**config.mk**
```make
export PLATFORM = sky130hd
export DESIGN_NAME = uart_rx_fifo
export DESIGN_NICKNAME = d
export VERILOG_FILES = /design/src/rtl/uart_pkg.sv /design/src/rtl/sync_fifo.sv /design/src/rtl/uart_rx_fifo.sv
export SDC_FILE = /design/constraint.sdc
export NUM_CORES = 1
export LEC_CHECK = 0
export CORE_MARGIN = 4
export CORE_UTILIZATION = 60
export CTS_CLUSTER_DIAMETER = 120
export CTS_CLUSTER_SIZE = 24
export DETAILED_ROUTE_END_ITERATION = 10
export HOLD_SLACK_MARGIN = 0.1
export PLACE_DENSITY = 0.79
export SLEW_MARGIN = 25
export SYNTH_ARGS = -nofsm -noshare
export SYNTH_HDL_FRONTEND = slang
export SYNTH_SLANG_ARGS = --single-unit
```
**constraint.sdc**
```tcl
create_clock -name clk -period 8.68 [get_ports clk]
set_input_delay 2.17 -clock clk [delete_from_list [all_inputs] [get_ports clk]]
set_output_delay 2.17 -clock clk [all_outputs]
set_load 0.005 [all_outputs]
```
**src/rtl/uart_pkg.sv**
```systemverilog
// Shared UART definitions: parity modes and receiver states.
// The TX block is expected to import the same package.
package uart_pkg;

  localparam int PARITY_NONE = 0;
  localparam int PARITY_ODD  = 1;
  localparam int PARITY_EVEN = 2;

  typedef enum logic [2:0] {
    RX_IDLE,
    RX_START,
    RX_DATA,
    RX_PARITY,
    RX_STOP,
    RX_BREAK
  } rx_state_t;

endpackage

```
**src/rtl/sync_fifo.sv**
```systemverilog
// Read-ahead synchronous FIFO: dout always shows the head word.
// A pop on a full FIFO frees room for a push on the same clock.
module sync_fifo #(
  parameter int DW    = 8,
  parameter int DEPTH = 16
) (
  input  logic                     clk,
  input  logic                     reset,
  input  logic                     push,
  input  logic [DW-1:0]            din,
  input  logic                     pop,
  output logic [DW-1:0]            dout,
  output logic                     full,
  output logic                     empty,
  output logic [$clog2(DEPTH):0]   count
);

  localparam int AW = $clog2(DEPTH);

  logic [DW-1:0] mem [DEPTH];
  logic [AW-1:0] wp;
  logic [AW-1:0] rp;
  logic          pop_ok;
  logic          push_ok;

  assign empty   = (count == '0);
  assign full    = (count == (AW+1)'(DEPTH));
  assign pop_ok  = pop & ~empty;
  assign push_ok = push & (~full | pop_ok);
  assign dout    = empty ? '0 : mem[rp];

  always_ff @(posedge clk) begin
    if (push_ok) mem[wp] <= din;
  end

  always_ff @(posedge clk) begin
    if (!reset) begin
      wp    <= '0;
      rp    <= '0;
      count <= '0;
    end else begin
      if (push_ok) wp <= wp + 1'b1;
      if (pop_ok)  rp <= rp + 1'b1;
      unique case ({push_ok, pop_ok})
        2'b10:   count <= count + 1'b1;
        2'b01:   count <= count - 1'b1;
        default: ;
      endcase
    end
  end

endmodule

```
**src/rtl/uart_rx_fifo.sv**
```systemverilog
// Oversampling UART receiver with configurable framing,
// a receive FIFO and sticky parity/framing/overrun flags.
module uart_rx_fifo
  import uart_pkg::*;
#(
  parameter int DW     = 8,
  parameter int PARITY = 0,
  parameter int STOPB  = 1,
  parameter int OVS    = 16,
  parameter int DEPTH  = 16,
  parameter int DIVW   = 16
) (
  input  logic                   clk,
  input  logic                   reset,
  input  logic                   rx,
  input  logic [DIVW-1:0]        div,
  input  logic                   rd,
  output logic [DW-1:0]          dout,
  output logic                   valid,
  output logic [$clog2(DEPTH):0] count,
  output logic                   parity_err,
  output logic                   frame_err,
  output logic                   overrun,
  input  logic                   clr_err
);

  localparam int PW = $clog2(OVS);
  localparam int BW = $clog2(DW+1);
  localparam logic [PW-1:0] HALF  = PW'(OVS/2-1);
  localparam logic [PW-1:0] FULLT = PW'(OVS-1);

  logic            rs_meta;
  logic            rs;
  logic [DIVW-1:0] tcnt;
  logic            tick;
  rx_state_t       st;
  logic [PW-1:0]   ph;
  logic [BW-1:0]   bcnt;
  logic [DW-1:0]   shreg;
  logic            par_bad;
  logic            stop_bad;
  logic [1:0]      scnt;
  logic            push_q;
  logic [DW-1:0]   word_q;
  logic            perr_q;
  logic            fe_q;
  logic            full;
  logic            empty;
  logic            pop_ok;
  logic            exp_par;

  assign tick    = (tcnt == '0);
  assign valid   = ~empty;
  assign pop_ok  = rd & valid;
  assign exp_par = (PARITY == PARITY_ODD) ? ~(^shreg) : ^shreg;

  always_ff @(posedge clk) begin
    if (!reset) begin
      rs_meta  <= 1'b1;
      rs       <= 1'b1;
      tcnt     <= '0;
      st       <= RX_IDLE;
      ph       <= '0;
      bcnt     <= '0;
      shreg    <= '0;
      par_bad  <= 1'b0;
      stop_bad <= 1'b0;
      scnt     <= '0;
      push_q   <= 1'b0;
      word_q   <= '0;
      perr_q   <= 1'b0;
      fe_q     <= 1'b0;
    end else begin
      rs_meta <= rx;
      rs      <= rs_meta;
      push_q  <= 1'b0;
      fe_q    <= 1'b0;
      if (st == RX_IDLE && !rs) begin
        // restart the tick phase on the falling start edge
        tcnt     <= '0;
        ph       <= '0;
        bcnt     <= '0;
        par_bad  <= 1'b0;
        stop_bad <= 1'b0;
        scnt     <= '0;
        st       <= RX_START;
      end else begin
        tcnt <= tick ? div : tcnt - 1'b1;
        if (tick) begin
          unique case (st)
            RX_START: begin
              if (ph == HALF) begin
                ph <= '0;
                st <= rs ? RX_IDLE : RX_DATA;
              end else ph <= ph + 1'b1;
            end
            RX_DATA: begin
              if (ph == FULLT) begin
                ph    <= '0;
                shreg <= {rs, shreg[DW-1:1]};
                bcnt  <= bcnt + 1'b1;
                if (bcnt == BW'(DW-1))
                  st <= (PARITY != PARITY_NONE) ? RX_PARITY : RX_STOP;
              end else ph <= ph + 1'b1;
            end
            RX_PARITY: begin
              if (ph == FULLT) begin
                ph      <= '0;
                par_bad <= (rs != exp_par);
                st      <= RX_STOP;
              end else ph <= ph + 1'b1;
            end
            RX_STOP: begin
              if (ph == FULLT) begin
                ph   <= '0;
                scnt <= scnt + 1'b1;
                if (scnt == 2'(STOPB-1)) begin
                  if (stop_bad || !rs) begin
                    fe_q <= 1'b1;
                    st   <= RX_BREAK;
                  end else begin
                    push_q <= 1'b1;
                    word_q <= shreg;
                    perr_q <= par_bad;
                    st     <= RX_IDLE;
                  end
                end else stop_bad <= stop_bad | ~rs;
              end else ph <= ph + 1'b1;
            end
            RX_BREAK: begin
              if (rs) st <= RX_IDLE;
            end
            default: ;
          endcase
        end
      end
    end
  end

  // later assignments win so a new error beats clr_err
  always_ff @(posedge clk) begin
    if (!reset) begin
      parity_err <= 1'b0;
      frame_err  <= 1'b0;
      overrun    <= 1'b0;
    end else begin
      if (clr_err) begin
        parity_err <= 1'b0;
        frame_err  <= 1'b0;
        overrun    <= 1'b0;
      end
      if (push_q && perr_q && (!full || pop_ok))
        parity_err <= 1'b1;
      if (fe_q)
        frame_err <= 1'b1;
      if (push_q && full && !pop_ok)
        overrun <= 1'b1;
    end
  end

  sync_fifo #(
    .DW    (DW),
    .DEPTH (DEPTH)
  ) u_fifo (
    .clk   (clk),
    .reset (reset),
    .push  (push_q),
    .din   (word_q),
    .pop   (rd),
    .dout  (dout),
    .full  (full),
    .empty (empty),
    .count (count)
  );

endmodule

```
==> results.json, run 1 <==
{
  "outcome": "completed",
  "clock_latency_ns": 0.43,
  "final-setup-viol-count": 0,
  "grt_first_pass_wirelength_um": 28200,
  "setup.worst_path.end": "dout[3]",
  "seqCellArea_sq_mm": 0.00529,
  "postCtsResizedCells": 0,
  "power.density_mw_per_mm2": 268,
  "r2r_slack_ns": 5.27,
  "synth-edff-count": 128,
  "path_class": "reg2out",
  "layout.nets": 669,
  "initial_core_util": 0.610,
  "cp_cell_sequence": "mux4_2 > mux4_2 > and2_1 > clkdlybuf4s50_1",
  "synth_xor_area_frac": 0.0390,
  "synth_nets": 643,
  "required_ns": 6.51,
  "cts-root-buf": "clkbuf_16",
  "most-common-layout-cells": "edfxtp_1 (128), nor2_1 (76), dfxtp_1 (71)",
  "worstReg2RegEnd": "u_fifo.count[4]$_SDFFE_PN0P_",
  "path_buf_inv": 1,
  "die_w_um": 127,
  "synth_area_sq_mm": 0.00843,
  "rsz0062_at_grt": "false",
  "fin_crit_ns": 5.14,
  "power.total_mw": 2.57,
  "grt_pass1_vias": 5121,
  "async_reset_ff_frac": 0,
  "period_share": 0.592,
  "tns_ns": 0,
  "worstHoldPathType": "reg2reg",
  "crit_slowest_cell": "dfxtp_4",
  "drive_above_1_share": 0.144,
  "via_count": 5137,
  "avgSynthCellArea_sq_um": 13.8,
  "fin_cells": 828,
  "drv_slew": 0,
  "final_common_cell": "edfxtp_1",
  "drc": 0,
  "clock-sinks": 200,
  "fillers": 889,
  "core_sq_mm": 0.0138,
  "initialDrtViolationCount": 611,
  "syn_inst": 609,
  "num_rows": 43,
  "overflow": 0,
  "htree_levels": 4,
  "wl_per_cell_um": 21.5,
  "max_stage_delay_ns": 0.77,
  "maxCapViolCount": 0,
  "hold_viol": 0,
  "cts_buffer_depth": 2,
  "ys_seq_area_frac": 0.627,
  "post_cts_buffers": 0,
  "path_depth": 4,
  "ys_types": 52,
  "critical_path_arrival_ns": 2.97,
  "synth_top_family_by_area": "multiplexers",
  "clk_pin_slew_ns": 0.07,
  "grt_usage": 0.232,
  "cp-end-kind": "output pin",
  "cts_buffers": 17,
  "whs_ns": 0.411,
  "grt_max_degree": 36,
  "slew_headroom": 0.287,
  "fin_skew_ns": 0.0124,
  "drt_wl_total_um": 17800,
  "dieArea_sq_mm": 0.0160,
  "hpwlAfterDp_um": 11100,
  "r2r_start": "u_fifo.count[1]$_SDFFE_PN0P_",
  "synth_compound_area_frac": 0.0500,
  "synth_mux_area_frac": 0.137,
  "antenna_cells": 0,
  "cp_common_cell": "mux4_2",
  "pin_count": 38,
  "ir_drop_uv": 150,
  "syn_to_final_growth_pct": 13.6,
  "worstPathMaxFanout": 32,
  "yosys.area_share.simple": 0.106,
  "cellLeakagePower_nw": 3.22,
  "multi_input_area_sq_mm": 0.00299,
  "routed_via_density": 6.20,
  "portBuffers": 37,
  "worst_pin_slew_ns": 1.06,
  "placed_area_sq_mm": 0.00893,
  "startpoint_type": "flip-flop",
  "gp_congestion": 0.923,
  "reg2reg_depth": 10,
  "crit_family": "multiplexers",
  "antenna_found_initial": 0,
  "ys.flop_type": "edfxtp_1",
  "final_cell_area_sq_mm": 0.00958,
  "fp.dieH_um": 127,
  "synth-seq-cells": 200,
  "dpl.cell_count": 796,
  "drt-pass1-iter-count": 5,
  "ant_nets": 0,
  "fmax_ghz": 0.195,
  "yosys_warnings": 0,
  "synth-adder-area-share": 0.0193,
  "cts_tree": "done",
  "postCtsHoldBufs": 0
}
## layer usage
metal / vias to the layer above / global-route usage / part of all wire
li1: 2324 / - / -
met1: 2548 / 0.293 / 0.39
met2: 236 / 0.401 / 0.53
met3: 29 / 0.0547 / 0.062
met4: 0 / 0.0681 / 0.015
met5: - / 0 / 0
## flip-flops by register name, summed over array words and instances, names as in the netlist, 4 cells and up, named ones only
signal	cells
u_fifo.mem	128
tcnt	16
shreg	8
word_q	8
u_fifo.count	5
bcnt	4
ph	4
u_fifo.rp	4
u_fifo.wp	4
## worst min-delay path by stage
stage | end | slack [ns] | cells after the start | from
2_1_floorplan | rs$_SDFF_PN1_ | 0.39 | 1 | rs_meta$_SDFF_PN1_
3_3_place_gp | rs$_SDFF_PN1_ | 0.39 | 1 | rs_meta$_SDFF_PN1_
3_5_place_dp | rs$_SDFF_PN1_ | 0.40 | 1 | rs_meta$_SDFF_PN1_
4_1_cts | rs$_SDFF_PN1_ | 0.41 | 1 | rs_meta$_SDFF_PN1_
5_1_grt | rs$_SDFF_PN1_ | 0.46 | 1 | rs_meta$_SDFF_PN1_
6_report | rs$_SDFF_PN1_ | 0.41 | 1 | rs_meta$_SDFF_PN1_
## synth_stat cells, drive strengths merged, types with 2 or more instances
cell,number,area share
xnor2,23,0.024
nand2b,8,0.0059
dfxtp,72,0.17
and3,3,0.0022
and2,10,0.0074
a21oi,20,0.012
or2,6,0.0045
clkbuf,24,0.011
inv,14,0.0062
a31oi,2,0.0015
nand4,4,0.0030
a21o,2,0.0018
a2111oi,2,0.0021
o21ai,11,0.0065
edfxtp,128,0.46
nor2,79,0.035
o31a,3,0.0031
nor2b,2,0.0015
buf,8,0.0047
nor4,10,0.0082
or4,4,0.0040
or3b,3,0.0031
a22oi,2,0.0018
mux4,40,0.11
a211oi,12,0.011
mux2i,25,0.030
or3,3,0.0022
xor2,12,0.012
ha,13,0.019
nand2,25,0.011
nor3,11,0.0079
nand3,12,0.0071
o211ai,2,0.0018
## cells by family after synthesis
family	count (synthesis)
multiplexers	65
AO/OA/AOI/OAI	65
buffers and inverters	47
XOR/XNOR	36
adder cells (fa/ha/maj)	13
flip-flops	200
AND/OR/NAND/NOR	183
## report_power, final
group / internal [mW] / switching (mW) / total, mW
sequential: 1.05 / 0.0722 / 1.12
combinational: 0.314 / 0.298 / 0.612
clock: 0.500 / 0.340 / 0.839
total: 1.86 / 0.710 / 2.57
## worst register-to-register path, delay by kind of cell (launching register included)
| kind | cells | cell delay (ns) |
|---|---|---|
| and+or+nand+nor | 4 | 1.56 |
| DFF | 1 | 0.41 |
| adders and majority gates | 1 | 0.26 |
| AOI/OAI and AO/OA | 4 | 0.87 |
| xor gates and xnor gates | 1 | 0.18 |
## area by class of cell
| class | count | share of cell area |
|---|---|---|
| clock buffers | 21 | 0.0481 |
| clock inverters | 11 | 0.0178 |
| inverters | 15 | 0.00588 |
| multi-input cells | 362 | 0.312 |
| flip-flops and latches | 200 | 0.552 |
| well taps | 180 | 0.0235 |
| repair buffers | 39 | 0.0402 |
## metrics by stage
step	setup slack (ns)	utilization
2_1_floorplan	4.28	-
3_3_place_gp	3.71	0.646
3_5_place_dp	3.74	0.646
4_1_cts	3.50	0.692
5_1_grt	3.39	0.693
6_report	3.54	0.693
Power figures use the tool's default switching activity.
==> run 2: changes to the inputs <==
==> constraint.sdc (replaced) <==
create_clock -name clk -period 5.4 [get_ports clk]
set_input_delay 1.35 -clock clk [delete_from_list [all_inputs] [get_ports clk]]
set_output_delay 1.35 -clock clk [all_outputs]
set_load 0.005 [all_outputs]
==> results.json, run 2 (synthesis results as in run 1) <==
{
  "outcome": "completed",
  "reg2reg_depth": 10,
  "slew_headroom": 0.294,
  "power.total_mw": 4.01,
  "cellLeakagePower_nw": 3.20,
  "drt_wl_total_um": 17600,
  "largest_register_ffs": 128,
  "drt-pass1-iter-count": 6,
  "grt_usage": 0.227,
  "hold_viol": 0,
  "antenna_cells": 0,
  "ir_drop_uv": 228,
  "via_count": 5103,
  "clock_latency_ns": 0.42,
  "path_class": "reg2out",
  "postCtsHoldBufs": 0,
  "fmax_ghz": 0.219,
  "antenna_found_initial": 0,
  "dpl.cell_count": 798,
  "postCtsResizedCells": 0,
  "fin_cells": 830,
  "num_rows": 43,
  "clk_pin_slew_ns": 0.07,
  "worstPathMaxFanout": 17,
  "grt.busiest_layer": "met2",
  "grt_first_pass_wirelength_um": 27800,
  "grt_max_degree": 35,
  "syn_to_final_growth_pct": 13.1,
  "initialDrtViolationCount": 389,
  "dieArea_sq_mm": 0.0160,
  "most-common-layout-cells": "edfxtp_1 (128), nor2_1 (74), dfxtp_1 (71)",
  "grt_util_met3": 0.0421,
  "die_w_um": 127,
  "period_share": 0.846,
  "fin_skew_ns": 0.00769,
  "worst_pin_slew_ns": 1.05,
  "startpoint_type": "flip-flop",
  "final_common_cell": "edfxtp_1",
  "cp-end-kind": "output pin",
  "cts_tree": "done",
  "drc": 0,
  "htree_levels": 4,
  "layout.nets": 671,
  "rsz0062_at_grt": "false",
  "cts_buffer_depth": 2,
  "r2r_start": "u_fifo.count[1]$_SDFFE_PN0P_",
  "r2r_slack_ns": 2.12,
  "hpwlAfterDp_um": 11100,
  "tns_ns": 0,
  "overflow": 0,
  "pin_count": 38,
  "drive_above_1_share": 0.148,
  "critical_path_arrival_ns": 3.22,
  "maxCapViolCount": 0,
  "post_cts_buffers": 0,
  "grt_util_met2": 0.411,
  "wl_per_cell_um": 21.2,
  "met1_usage": 0.278,
  "top_register": "u_fifo.mem",
  "final-setup-viol-count": 0,
  "portBuffers": 37,
  "fp.dieH_um": 127,
  "ant_nets": 0,
  "power.density_mw_per_mm2": 420,
  "worstReg2RegEnd": "u_fifo.count[4]$_SDFFE_PN0P_",
  "cts_buffers": 17,
  "drv_slew": 0,
  "clock-sinks": 200,
  "grt_pass1_vias": 5120,
  "routed_via_density": 6.15,
  "initial_core_util": 0.610,
  "cts-root-buf": "clkbuf_16",
  "required_ns": 4.05,
  "fin_util": 0.690,
  "gp_congestion": 0.945,
  "setup.worst_path.end": "dout[3]",
  "fin_crit_ns": 4.57,
  "core_sq_mm": 0.0138,
  "top_regs": "u_fifo.mem (128), tcnt (16)",
  "worstHoldPathType": "reg2reg"
}
==> run 2: layout make-up <==
| type | count | area (sq um) |
|---|---|---|
| clock buffer | 22 | 485 |
| clock inverter | 10 | 90.1 |
| fill | 876 | 4290 |
| inverter | 15 | 56.3 |
| multi-input combinational | 362 | 2990 |
| sequential | 200 | 5290 |
| tap | 180 | 225 |
| timing repair buffer | 41 | 400 |
==> run 2: worst min-delay path by stage <==
| stage | start | endpoint | cells past startpoint |
|---|---|---|---|
| global placement | rs_meta$_SDFF_PN1_ | rs$_SDFF_PN1_ | 1 |
| finish | rs_meta$_SDFF_PN1_ | rs$_SDFF_PN1_ | 1 |
| CTS | rs_meta$_SDFF_PN1_ | rs$_SDFF_PN1_ | 1 |
| floorplan | rs_meta$_SDFF_PN1_ | rs$_SDFF_PN1_ | 1 |
| global route | rs_meta$_SDFF_PN1_ | rs$_SDFF_PN1_ | 1 |
| detailed placement | rs_meta$_SDFF_PN1_ | rs$_SDFF_PN1_ | 1 |
==> run 2: worst max-delay path: stages, from the launching register on <==
cell,delay [ns]
dfxtp_2,0.71
buf_4,0.42
mux4_2,0.56
mux4_2,0.48
and2_1,0.17
clkdlybuf4s50_1,0.44
==> run 2: through the flow <==
step	hold WS (ns)	cell area, sq um	setup slack, ns
after global placement	0.392	8950	1.26
after global routing	0.441	9540	0.610
final	0.407	9540	0.834
after CTS	0.413	9520	0.737
after detailed placement	0.397	8950	1.24
after floorplan	0.386	8430	1.82
==> run 2: where the power goes <==
group          switching [mW]  internal, mW  total (mW)
Combinational           0.486         0.506       0.993
Clock                   0.542         0.688        1.23
Sequential             0.0991          1.68        1.78
Total                    1.13          2.88        4.01
==> run 2: routing by layer <==
metal	wire length [um]	up-vias
met1	6680	2540
met4	222	0
met3	1070	25
li1	-	2335
met5	0	-
met2	9600	203
==> run 3: changes to the inputs <==
==> constraint.sdc (replaced) <==
create_clock -name clk -period 4.6 [get_ports clk]
set_input_delay 1.15 -clock clk [delete_from_list [all_inputs] [get_ports clk]]
set_output_delay 1.15 -clock clk [all_outputs]
set_load 0.005 [all_outputs]
==> results.json, run 3 (synthesis results as in run 1) <==
{
  "outcome": "completed",
  "portBuffers": 37,
  "antenna_cells": 0,
  "cp_common_cell": "mux4_2",
  "clock_latency_ns": 0.43,
  "hpwlAfterDp_um": 10600,
  "p_clk_frac": 0.314,
  "worst_pin_slew_ns": 0.949,
  "grt_pass1_vias": 5023,
  "max_stage_delay_ns": 0.66,
  "die_w_um": 127,
  "required_ns": 3.45,
  "final-setup-viol-count": 0,
  "power.density_mw_per_mm2": 495,
  "intPower_mw": 3.45,
  "p_comb_frac": 0.245,
  "via_count": 5006,
  "ir_drop_uv": 263,
  "postCtsResizedCells": 0,
  "grt_max_degree": 35,
  "drv_slew": 0,
  "path_class": "reg2out",
  "largest_register_ffs": 128,
  "fp.dieH_um": 127,
  "initial_core_util": 0.610,
  "tns_ns": 0,
  "clk_pin_slew_ns": 0.07,
  "crit_slowest_cell": "dfxtp_2",
  "grt_first_pass_wirelength_um": 26200,
  "wl_per_cell_um": 19.0,
  "pin_count": 38,
  "worstHoldPathType": "reg2reg",
  "top_register": "u_fifo.mem",
  "net-switching-power_mw": 1.29,
  "htree_levels": 4,
  "dieArea_sq_mm": 0.0160,
  "fmax_ghz": 0.241,
  "worstPathMaxFanout": 19,
  "cts-root-buf": "clkbuf_16",
  "power.total_mw": 4.74,
  "cellLeakagePower_nw": 3.21,
  "crit_family": "multiplexers",
  "postCtsHoldBufs": 0,
  "top_regs": "u_fifo.mem (128), tcnt (16)",
  "maxCapViolCount": 0,
  "overflow": 0,
  "startpoint_type": "flip-flop",
  "syn_to_final_growth_pct": 13.5,
  "cp-end-kind": "output pin",
  "clock-sinks": 200,
  "drive_above_1_share": 0.138,
  "final_cell_area_sq_mm": 0.00957,
  "antenna_found_initial": 0,
  "drc": 0,
  "routed_via_density": 6.00,
  "whs_ns": 0.408,
  "rsz0062_at_grt": "false",
  "cp_cell_sequence": "buf_12 > mux4_2 > mux4_2 > and2_1 > clkdlybuf4s50_1",
  "hold_viol": 0,
  "cts_tree": "done",
  "core_sq_mm": 0.0138,
  "period_share": 0.901,
  "final_common_cell": "edfxtp_1",
  "cts_buffers": 17,
  "path_buf_inv": 2,
  "most-common-layout-cells": "edfxtp_1 (128), nor2_1 (79), dfxtp_1 (71)",
  "layout.nets": 675,
  "switching_share": 0.273,
  "num_rows": 43,
  "cts_buffer_depth": 2,
  "grt_usage": 0.209,
  "placed_area_sq_mm": 0.00897,
  "drt_wl_total_um": 15800,
  "p_seq_frac": 0.441,
  "initialDrtViolationCount": 422,
  "slew_headroom": 0.367,
  "drt-pass1-iter-count": 5,
  "ant_nets": 0,
  "fin_util": 0.692,
  "critical_path_arrival_ns": 3.00,
  "fin_crit_ns": 4.15,
  "post_cts_buffers": 0,
  "fin_skew_ns": 0.00902,
  "gp_congestion": 0.887
}
[run 3: cell count changes in the layout (fill, tap and decap cells not counted), moves of 2 or more]
cell and delta:
buf_4 +3, nor2_2 -5, nor2_1 +5, nor3_1 +4
bufinv_16 +2, clkinv_4 +2, nor3_2 -4
[run 3: stage by stage]
| step | std cells | worst slack [ns] |
|---|---|---|
| final | 834 | 0.454 |
| after global routing | 834 | 0.294 |
| after CTS | 834 | 0.384 |
| after detailed placement | 802 | 0.842 |
| after global placement | 802 | 0.898 |
| after floorplan | 609 | 1.22 |
[run 3: cell type report]
type	instances	area, sq um
inverters	15	56.3
multi-input cells	362	2960
fillers	881	4260
flip-flops and latches	200	5290
clock buffers	21	450
well taps	180	225
repair buffers	45	443
clock inverters	11	149
[run 3: routing by layer]
metal / share of wire / wire [um] / global-route usage / up-vias
li1: - / - / - / 2335
met1: 0.43 / 6740 / 0.280 / 2507
met2: 0.51 / 8140 / 0.352 / 146
met3: 0.048 / 755 / 0.0429 / 18
met4: 0.012 / 195 / 0.0562 / 0
met5: 0 / 0 / 0 / -
[run 3: path summary, 6_finish.rpt]
| path | cells after the start | to | start | slack [ns] |
|---|---|---|---|---|
| setup / recovery | 5 | dout[0] | flip-flop | 0.45 |
| setup reg to reg | 10 | u_fifo.count[4]$_SDFFE_PN0P_ | u_fifo.count[1]$_SDFFE_PN0P_ | 1.34 |
| hold reg to reg | 1 | rs$_SDFF_PN1_ | rs_meta$_SDFF_PN1_ | 0.41 |
| hold / removal | 1 | rs$_SDFF_PN1_ | rs_meta$_SDFF_PN1_ | 0.41 |
[run 3: power groups by stage]
| stage | Clock (mW) | Sequential (mW) | Combinational, mW |
|---|---|---|---|
| 6_report | 1.49 | 2.09 | 1.16 |
| 5_1_grt | 1.60 | 2.10 | 1.28 |
| 4_1_cts | 1.51 | 2.09 | 1.17 |
| 3_5_place_dp | 0 | 2.13 | 1.16 |
| 3_3_place_gp | 0 | 2.12 | 1.13 |
| 2_1_floorplan | 0 | 2.07 | 0.870 |
